==> config.mk <==
export PLATFORM = sky130hd
export DESIGN_NAME = fetch_unit_flat
export DESIGN_NICKNAME = d
export VERILOG_FILES = /design/src/rtl/fetch_pkg.sv /design/src/rtl/fetch_if.sv /design/src/rtl/fetch_fifo.sv /design/src/rtl/fetch_unit.sv /design/src/flat_wrapper.sv
export SDC_FILE = /design/constraint.sdc
export NUM_CORES = 1
export LEC_CHECK = 0
export ABC_AREA = 1
export BUFFER_PORTS_ARGS = -buffer_cell sky130_fd_sc_hd__buf_2
export CORE_UTILIZATION = 40
export CTS_CLUSTER_DIAMETER = 40
export DETAILED_ROUTE_END_ITERATION = 8
export GPL_TIMING_DRIVEN = 0
export PLACE_DENSITY = 0.58
export SLEW_MARGIN = 20
export SYNTH_ARGS = -nofsm -noshare
export SYNTH_HDL_FRONTEND = slang
export SYNTH_SLANG_ARGS = --single-unit
==> constraint.sdc <==
create_clock -name clk -period 2 [get_ports clk]
set_input_delay 0.1 -clock clk [delete_from_list [all_inputs] [get_ports clk]]
set_output_delay 0.1 -clock clk [all_outputs]
set_load 0.01 [all_outputs]
==> src/rtl/fetch_pkg.sv <==
// Shared widths and the fetch buffer entry layout for the instruction fetch front end.
package fetch_pkg;

  localparam int unsigned ADDR_W  = 16;
  localparam int unsigned INSTR_W = 32;

  typedef struct packed {
    logic [ADDR_W-1:0]  pc;
    logic [INSTR_W-1:0] instr;
  } fetch_entry_t;

endpackage

==> src/rtl/fetch_if.sv <==
// Fetch unit boundary: prom address/data, branch redirect and the decode handshake.
interface fetch_if #(
  parameter int unsigned ADDR_W  = fetch_pkg::ADDR_W,
  parameter int unsigned INSTR_W = fetch_pkg::INSTR_W
);

  logic               fetch_en;
  logic [ADDR_W-1:0]  prom_addr;
  logic [INSTR_W-1:0] prom_instruction;
  logic               branch_valid;
  logic [ADDR_W-1:0]  branch_target;
  logic               instr_valid;
  logic [INSTR_W-1:0] instr_data;
  logic [ADDR_W-1:0]  instr_pc;
  logic               instr_ready;

  modport master (
    input  fetch_en,
    output prom_addr,
    input  prom_instruction,
    input  branch_valid,
    input  branch_target,
    output instr_valid,
    output instr_data,
    output instr_pc,
    input  instr_ready
  );

  modport slave (
    output fetch_en,
    input  prom_addr,
    output prom_instruction,
    output branch_valid,
    output branch_target,
    input  instr_valid,
    input  instr_data,
    input  instr_pc,
    output instr_ready
  );

endinterface

==> src/rtl/fetch_fifo.sv <==
// Synchronous fetch buffer of {pc, instr} entries; flush wins over push and pop.
module fetch_fifo
  import fetch_pkg::*;
#(
  parameter int unsigned DEPTH = 4,
  parameter int unsigned CNT_W = 3
) (
  input  logic             clk,
  input  logic             rst_n,
  input  logic             push,
  input  logic             pop,
  input  logic             flush,
  input  fetch_entry_t     wdata,
  output fetch_entry_t     rdata,
  output logic [CNT_W-1:0] count
);

  localparam int unsigned PTR_W = $clog2(DEPTH);

  fetch_entry_t     mem [DEPTH];
  logic [PTR_W-1:0] wr_ptr;
  logic [PTR_W-1:0] rd_ptr;
  logic             do_pop;

  assign do_pop = pop && (count != '0);
  assign rdata  = mem[rd_ptr];

  // Storage is cleared on reset so the head reads as zero until the first push.
  always_ff @(posedge clk or negedge rst_n) begin
    if (!rst_n) begin
      wr_ptr <= '0;
      rd_ptr <= '0;
      count  <= '0;
      for (int i = 0; i < int'(DEPTH); i++) begin
        mem[i] <= '0;
      end
    end else if (flush) begin
      wr_ptr <= '0;
      rd_ptr <= '0;
      count  <= '0;
    end else begin
      if (push) begin
        mem[wr_ptr] <= wdata;
        wr_ptr      <= wr_ptr + PTR_W'(1);
      end
      if (do_pop) begin
        rd_ptr <= rd_ptr + PTR_W'(1);
      end
      count <= count + CNT_W'(push) - CNT_W'(do_pop);
    end
  end

endmodule

==> src/rtl/fetch_unit.sv <==
// Instruction fetch front end: PC, single in-flight prom read tracking, credit-based issue
// into a small buffer, and branch flush.
module fetch_unit #(
  parameter int unsigned      ADDR_W     = fetch_pkg::ADDR_W,
  parameter int unsigned      INSTR_W    = fetch_pkg::INSTR_W,
  parameter int unsigned      FIFO_DEPTH = 4,
  parameter logic [ADDR_W-1:0] RESET_PC  = '0
) (
  input logic     clk,
  input logic     rst_n,
  fetch_if.master bus
);

  import fetch_pkg::*;

  localparam int unsigned CNT_W = $clog2(FIFO_DEPTH + 1);
  localparam int unsigned CRD_W = CNT_W + 1;

  logic [ADDR_W-1:0]  pc;
  logic               inflight;
  logic [ADDR_W-1:0]  inflight_pc;
  logic [CNT_W-1:0]   count;
  logic [INSTR_W-1:0] prom_word;
  logic               issue;
  logic               push;
  logic               pop;
  fetch_entry_t       entry_in;
  fetch_entry_t       head;

  assign prom_word = bus.prom_instruction;

  // Credit rule: buffered plus outstanding must leave room for the new request.
  assign issue = bus.fetch_en && !bus.branch_valid &&
                 ((CRD_W'(count) + CRD_W'(inflight)) < CRD_W'(FIFO_DEPTH));
  assign push  = inflight && !bus.branch_valid;
  assign pop   = bus.instr_valid && bus.instr_ready;

  assign entry_in.pc    = inflight_pc;
  assign entry_in.instr = prom_word;

  always_ff @(posedge clk or negedge rst_n) begin
    if (!rst_n) begin
      pc          <= RESET_PC;
      inflight    <= 1'b0;
      inflight_pc <= '0;
    end else if (bus.branch_valid) begin
      pc       <= bus.branch_target;
      inflight <= 1'b0;
    end else if (issue) begin
      pc          <= pc + ADDR_W'(1);
      inflight    <= 1'b1;
      inflight_pc <= pc;
    end else begin
      inflight <= 1'b0;
    end
  end

  fetch_fifo #(
    .DEPTH (FIFO_DEPTH),
    .CNT_W (CNT_W)
  ) u_fifo (
    .clk   (clk),
    .rst_n (rst_n),
    .push  (push),
    .pop   (pop),
    .flush (bus.branch_valid),
    .wdata (entry_in),
    .rdata (head),
    .count (count)
  );

  assign bus.prom_addr   = pc;
  assign bus.instr_valid = (count != '0);
  assign bus.instr_data  = head.instr;
  assign bus.instr_pc    = head.pc;

endmodule
==> src/flat_wrapper.sv <==
// flat-port wrapper written by rule: the top's interface ports become plain ports
module fetch_unit_flat import fetch_pkg::*;
#(
  parameter int unsigned      ADDR_W     = fetch_pkg::ADDR_W,
  parameter int unsigned      INSTR_W    = fetch_pkg::INSTR_W,
  parameter int unsigned      FIFO_DEPTH = 4,
  parameter logic [ADDR_W-1:0] RESET_PC  = '0
)
  (clk, rst_n, bus_fetch_en, bus_prom_addr, bus_prom_instruction, bus_branch_valid, bus_branch_target, bus_instr_valid, bus_instr_data, bus_instr_pc, bus_instr_ready);
  fetch_if #(.ADDR_W(ADDR_W), .INSTR_W(INSTR_W)) bus_i ();
  input logic clk;
  input logic rst_n;
  input wire logic [$bits(bus_i.fetch_en)-1:0] bus_fetch_en;
  output wire logic [$bits(bus_i.prom_addr)-1:0] bus_prom_addr;
  input wire logic [$bits(bus_i.prom_instruction)-1:0] bus_prom_instruction;
  input wire logic [$bits(bus_i.branch_valid)-1:0] bus_branch_valid;
  input wire logic [$bits(bus_i.branch_target)-1:0] bus_branch_target;
  output wire logic [$bits(bus_i.instr_valid)-1:0] bus_instr_valid;
  output wire logic [$bits(bus_i.instr_data)-1:0] bus_instr_data;
  output wire logic [$bits(bus_i.instr_pc)-1:0] bus_instr_pc;
  input wire logic [$bits(bus_i.instr_ready)-1:0] bus_instr_ready;
  assign bus_i.fetch_en = bus_fetch_en;
  assign bus_prom_addr = bus_i.prom_addr;
  assign bus_i.prom_instruction = bus_prom_instruction;
  assign bus_i.branch_valid = bus_branch_valid;
  assign bus_i.branch_target = bus_branch_target;
  assign bus_instr_valid = bus_i.instr_valid;
  assign bus_instr_data = bus_i.instr_data;
  assign bus_instr_pc = bus_i.instr_pc;
  assign bus_i.instr_ready = bus_instr_ready;
  fetch_unit #(.ADDR_W(ADDR_W), .INSTR_W(INSTR_W), .FIFO_DEPTH(FIFO_DEPTH), .RESET_PC(RESET_PC)) u_core (.clk(clk), .rst_n(rst_n), .bus(bus_i));
endmodule
==> flow_summary.yaml <==
clock_tree:
  worst_setup_hold_path_clk_slew_ns: 0.05
  clock-sinks: 232
  tritoncts: "built"
  number_of_buffers_added_by_the_clock_tree_synthesis_step: 38
  root_buffer: "sky130_fd_sc_hd__clkbuf_16"
  clockBufferDepth: 3
  htree_num_levels: 2
  clk_latency_ns: 0.52
place:
  gp_routability_congestion: 0.836
  placedCellCount: 1659
  place.detailed.hpwl_mm: 19.4
  io_buffer_count: 116
  dpl-instance-area_um2: 11500
grt:
  grt_pass1_vias: 9111
  globalRoute.totalOverflow: 0
  globalRouteTotalUtil_pct: 23.2
  pin_count_of_the_biggest_net_entering_global_routing: 88
  grt_first_pass_wirelength_mm: 48.4
  number_of_antenna_violations_at_the_first_check_in_global_routing: 0
timing:
  min_tclk_post_route_ns: 1.94
  max-slew-margin-rel_pct: 56.1
  hold_viol: 0
  layout_worst_path_cycle_share_pct: 97.1
  final-max-slew-violation-count: 0
  fmax_mhz: 515
  setup_violations: 0
  finalClockSkew_ns: 0.0243
  fin_worst_hold_slack_ns: 0.00542
  tightest_slew_ns: 0.659
yosys:
  syn-instance-count: 1211
  synth-xor-area-share_pct: 0.502
  combinational_family_with_the_most_area_after_synthesis: "compound AO/OA/AOI/OAI gates"
  synth-simple-area-share_pct: 17.0
  synth_largest_area_cell: "sky130_fd_sc_hd__dfrtp_1"
  synthDominantCellAreaShare_pct: 55.4
  postSynthAreaPerCell_um2: 8.65
  synth_seq_cells: 232
  muxShareOfSynthArea_pct: 0
  netlist_area_um2: 10500
  synth.lib_cells_used.distinct: 29
  synth-adder-area-share_pct: 1.15
  synth-compound-area-share_pct: 17.9
  number_of_warnings_printed_during_yosys_synthesis: 0
  synthesis.nets: 1273
  ys_seq_area_share_pct: 55.4
  yosys-top-cells-area: "sky130_fd_sc_hd__dfrtp_1 (55%), sky130_fd_sc_hd__nand2_1 (9.7%), sky130_fd_sc_hd__o21ai_1 (7.8%), sky130_fd_sc_hd__o21ai_0 (7.1%), sky130_fd_sc_hd__nor2_1 (4.0%)"
pwr:
  ir_drop_uv: 904
  totalPowerFinal_mw: 20.1
  power.density_nw_per_um2: 1460
  power.static_leakage_nw: 6.75
setup_path:
  cp_data_arrival_time_ns: 1.84
  worstPathMaxFanout: 10
  worst_setup_path_start_kind: "register"
  worst_path_max_delay_cell: "sky130_fd_sc_hd__dfrtp_1"
  critical_path.cell_chain: "buf_4 > inv_8 > clkbuf_4 > nor2_1 > o22ai_1 > buf_2"
  criticalPathCategory: "register to output port"
  slowest_delay_ns: 0.36
  critical_path_required_ns: 1.90
  worst_setup_path_end_kind: "output port"
flow_run:
  number_of_max_cap_violations: 0
layout:
  areaGrowthSynthToFinish_pct: 31.4
  area.sequential_um2: 5810
  final_instance_area_um2: 13800
  antenna-diode-count: 0
  multiInputGateArea_um2: 3890
  drive_gt1_share_pct: 20.2
  num-fill-cells: 2355
  final_cells: 1784
  num-nets-final: 1486
drt:
  initialDrtViolationCount: 662
  wire_per_inst_um: 17.0
  drt-total-wl_mm: 30.4
  routed_via_density: 5.12
  vias: 9126
  drt-pass1-iter-count: 6
  drc: 0
  antenna_left: 0
floorplan:
  dieArea_um2: 26800
  num_rows: 58
  die_w_um: 164
  initial_utilization_pct: 41.2
  die_h_um: 164
  io_pins: 118
  fp.coreArea_um2: 25400
status:
  outcome: "finished clean"
worst_hold_path:
  hold_class: "primary input to register"
[timing repair]
| action | 4_1_cts | 5_1_grt |
|---|---|---|
| hold endpoints to repair | 208 | 0 |
| hold buffers | 50 | 0 |
| setup endpoints to repair | 50 | 31 |
| resized for setup | 65 | 30 |
| buffers inserted | 2 | 4 |
| pin swaps | 6 | 7 |
[state kept, by name, indices dropped and copies added, names as in the netlist]
signal,cells
u_core.u_fifo.rd_ptr,2
u_core.u_fifo.count,3
u_core.inflight_pc,16
u_core.u_fifo.wr_ptr,2
u_core.inflight,1
u_core.u_fifo.mem,192
u_core.bus.prom_addr,16
[final timing paths]
check                                                         start                                  end  cells past startpoint  slack [ns]
worst max-delay path            u_core.u_fifo.rd_ptr[0]$_DFFE_PN0P_                    bus_instr_data[5]                      6        0.06
worst min-delay path                                bus_instr_ready  u_core.u_fifo.rd_ptr[0]$_DFFE_PN0P_                      5       0.005
worst max register to register     u_core.u_fifo.count[1]$_DFF_PN0_     u_core.u_fifo.count[1]$_DFF_PN0_                     10        0.13
worst min register to register    u_core.inflight_pc[8]$_DFFE_PN0P_    u_core.inflight_pc[8]$_DFFE_PN0P_                      2        0.48
max in group asynchronous                                     rst_n     u_core.u_fifo.count[1]$_DFF_PN0_                      3        1.00
min in group asynchronous                                     rst_n     u_core.u_fifo.mem[9]$_DFFE_PN0P_                      2        0.14
[cells in the final DEF, fill, tap and decap left out, types with 8 or more instances in the layout]
cell and instances:
sky130_fd_sc_hd__o21ai_0 146, sky130_fd_sc_hd__dlygate4sd3_1 50, sky130_fd_sc_hd__ha_1 8, sky130_fd_sc_hd__o22ai_2 8, sky130_fd_sc_hd__buf_6 27, sky130_fd_sc_hd__clkbuf_16 39
sky130_fd_sc_hd__nand2_1 268, sky130_fd_sc_hd__inv_1 78, sky130_fd_sc_hd__buf_2 133, sky130_fd_sc_hd__o22ai_1 40, sky130_fd_sc_hd__bufinv_16 9, sky130_fd_sc_hd__nand3_1 42
sky130_fd_sc_hd__dfrtp_1 230, sky130_fd_sc_hd__nor2_1 110, sky130_fd_sc_hd__o21ai_1 165, sky130_fd_sc_hd__clkbuf_1 9, sky130_fd_sc_hd__buf_4 10
[worst max-delay path: cells and delay by family, from the launching register on]
family / cells / cell delay (ns)
buf+inv: 4 / 0.67
flops: 1 / 0.36
compound gates: 1 / 0.23
simple gates: 1 / 0.06
[per-layer routing]
metal | up-vias | global-route usage [%] | routed length (um)
met4 | 0 | 8.08 | 636
met5 | - | 0 | 0
met3 | 51 | 4.32 | 1640
met2 | 258 | 39.0 | 14600
met1 | 4370 | 30.0 | 13500
li1 | 4447 | - | -
[area by class of cell]
type | count | share of cell area, %
Buffer | 79 | 4.98
Tap cell | 330 | 3.00
Sequential cell | 232 | 42.2
Multi-Input combinational cell | 815 | 28.2
Inverter | 84 | 2.36
Timing Repair Buffer | 174 | 8.77
Clock inverter | 27 | 3.07
Clock buffer | 43 | 7.35
[cell usage after synthesis]
master                     instances
sky130_fd_sc_hd__a21oi_1           1
sky130_fd_sc_hd__buf_2            24
sky130_fd_sc_hd__buf_4             1
sky130_fd_sc_hd__buf_6            25
sky130_fd_sc_hd__clkbuf_1         29
sky130_fd_sc_hd__clkbuf_2          1
sky130_fd_sc_hd__clkinv_1          1
sky130_fd_sc_hd__dfrtp_1         232
sky130_fd_sc_hd__fa_1              1
sky130_fd_sc_hd__ha_1              8
sky130_fd_sc_hd__inv_1            80
sky130_fd_sc_hd__inv_2             3
sky130_fd_sc_hd__nand2_1         270
sky130_fd_sc_hd__nand2_4           4
sky130_fd_sc_hd__nand3_1          42
sky130_fd_sc_hd__nand3_2           1
sky130_fd_sc_hd__nand3b_1          1
sky130_fd_sc_hd__nand4_1           5
sky130_fd_sc_hd__nor2_1          111
sky130_fd_sc_hd__nor2_2            2
sky130_fd_sc_hd__nor2_4            1
sky130_fd_sc_hd__nor2_8            1
sky130_fd_sc_hd__nor3_1            1
sky130_fd_sc_hd__o21ai_0         148
sky130_fd_sc_hd__o21ai_1         163
sky130_fd_sc_hd__o21ai_2           1
sky130_fd_sc_hd__o22ai_1          48
sky130_fd_sc_hd__xnor2_1           3
sky130_fd_sc_hd__xor2_1            3
[where the power goes]
group | total, mW | switching, mW | internal (mW)
clock network | 7.25 | 2.40 | 4.85
registers | 6.84 | 0.762 | 6.08
logic | 5.99 | 3.54 | 2.45
[stage by stage]
step,TNS [ns],util [%],setup WS [ns]
floorplan,0,-,0.103
global placement,-797.72,45.1,-3.46
detailed placement,-0.0784,45.4,-0.0767
CTS,0,53.8,0.0000264
global route,-0.00494,54.2,-0.00266
finish,0,54.2,0.0571
[cell families (layout without fill, tap and decap cells)]
logic type	count (synthesis)	count (layout)
xor gates and xnor gates	6	6
adders and majority gates	9	9
DFF	232	232
and+or+nand+nor	439	439
AOI/OAI and AO/OA	361	361
buffers and inverters	164	407
Note: power is estimated with default switching activity, not from simulation.
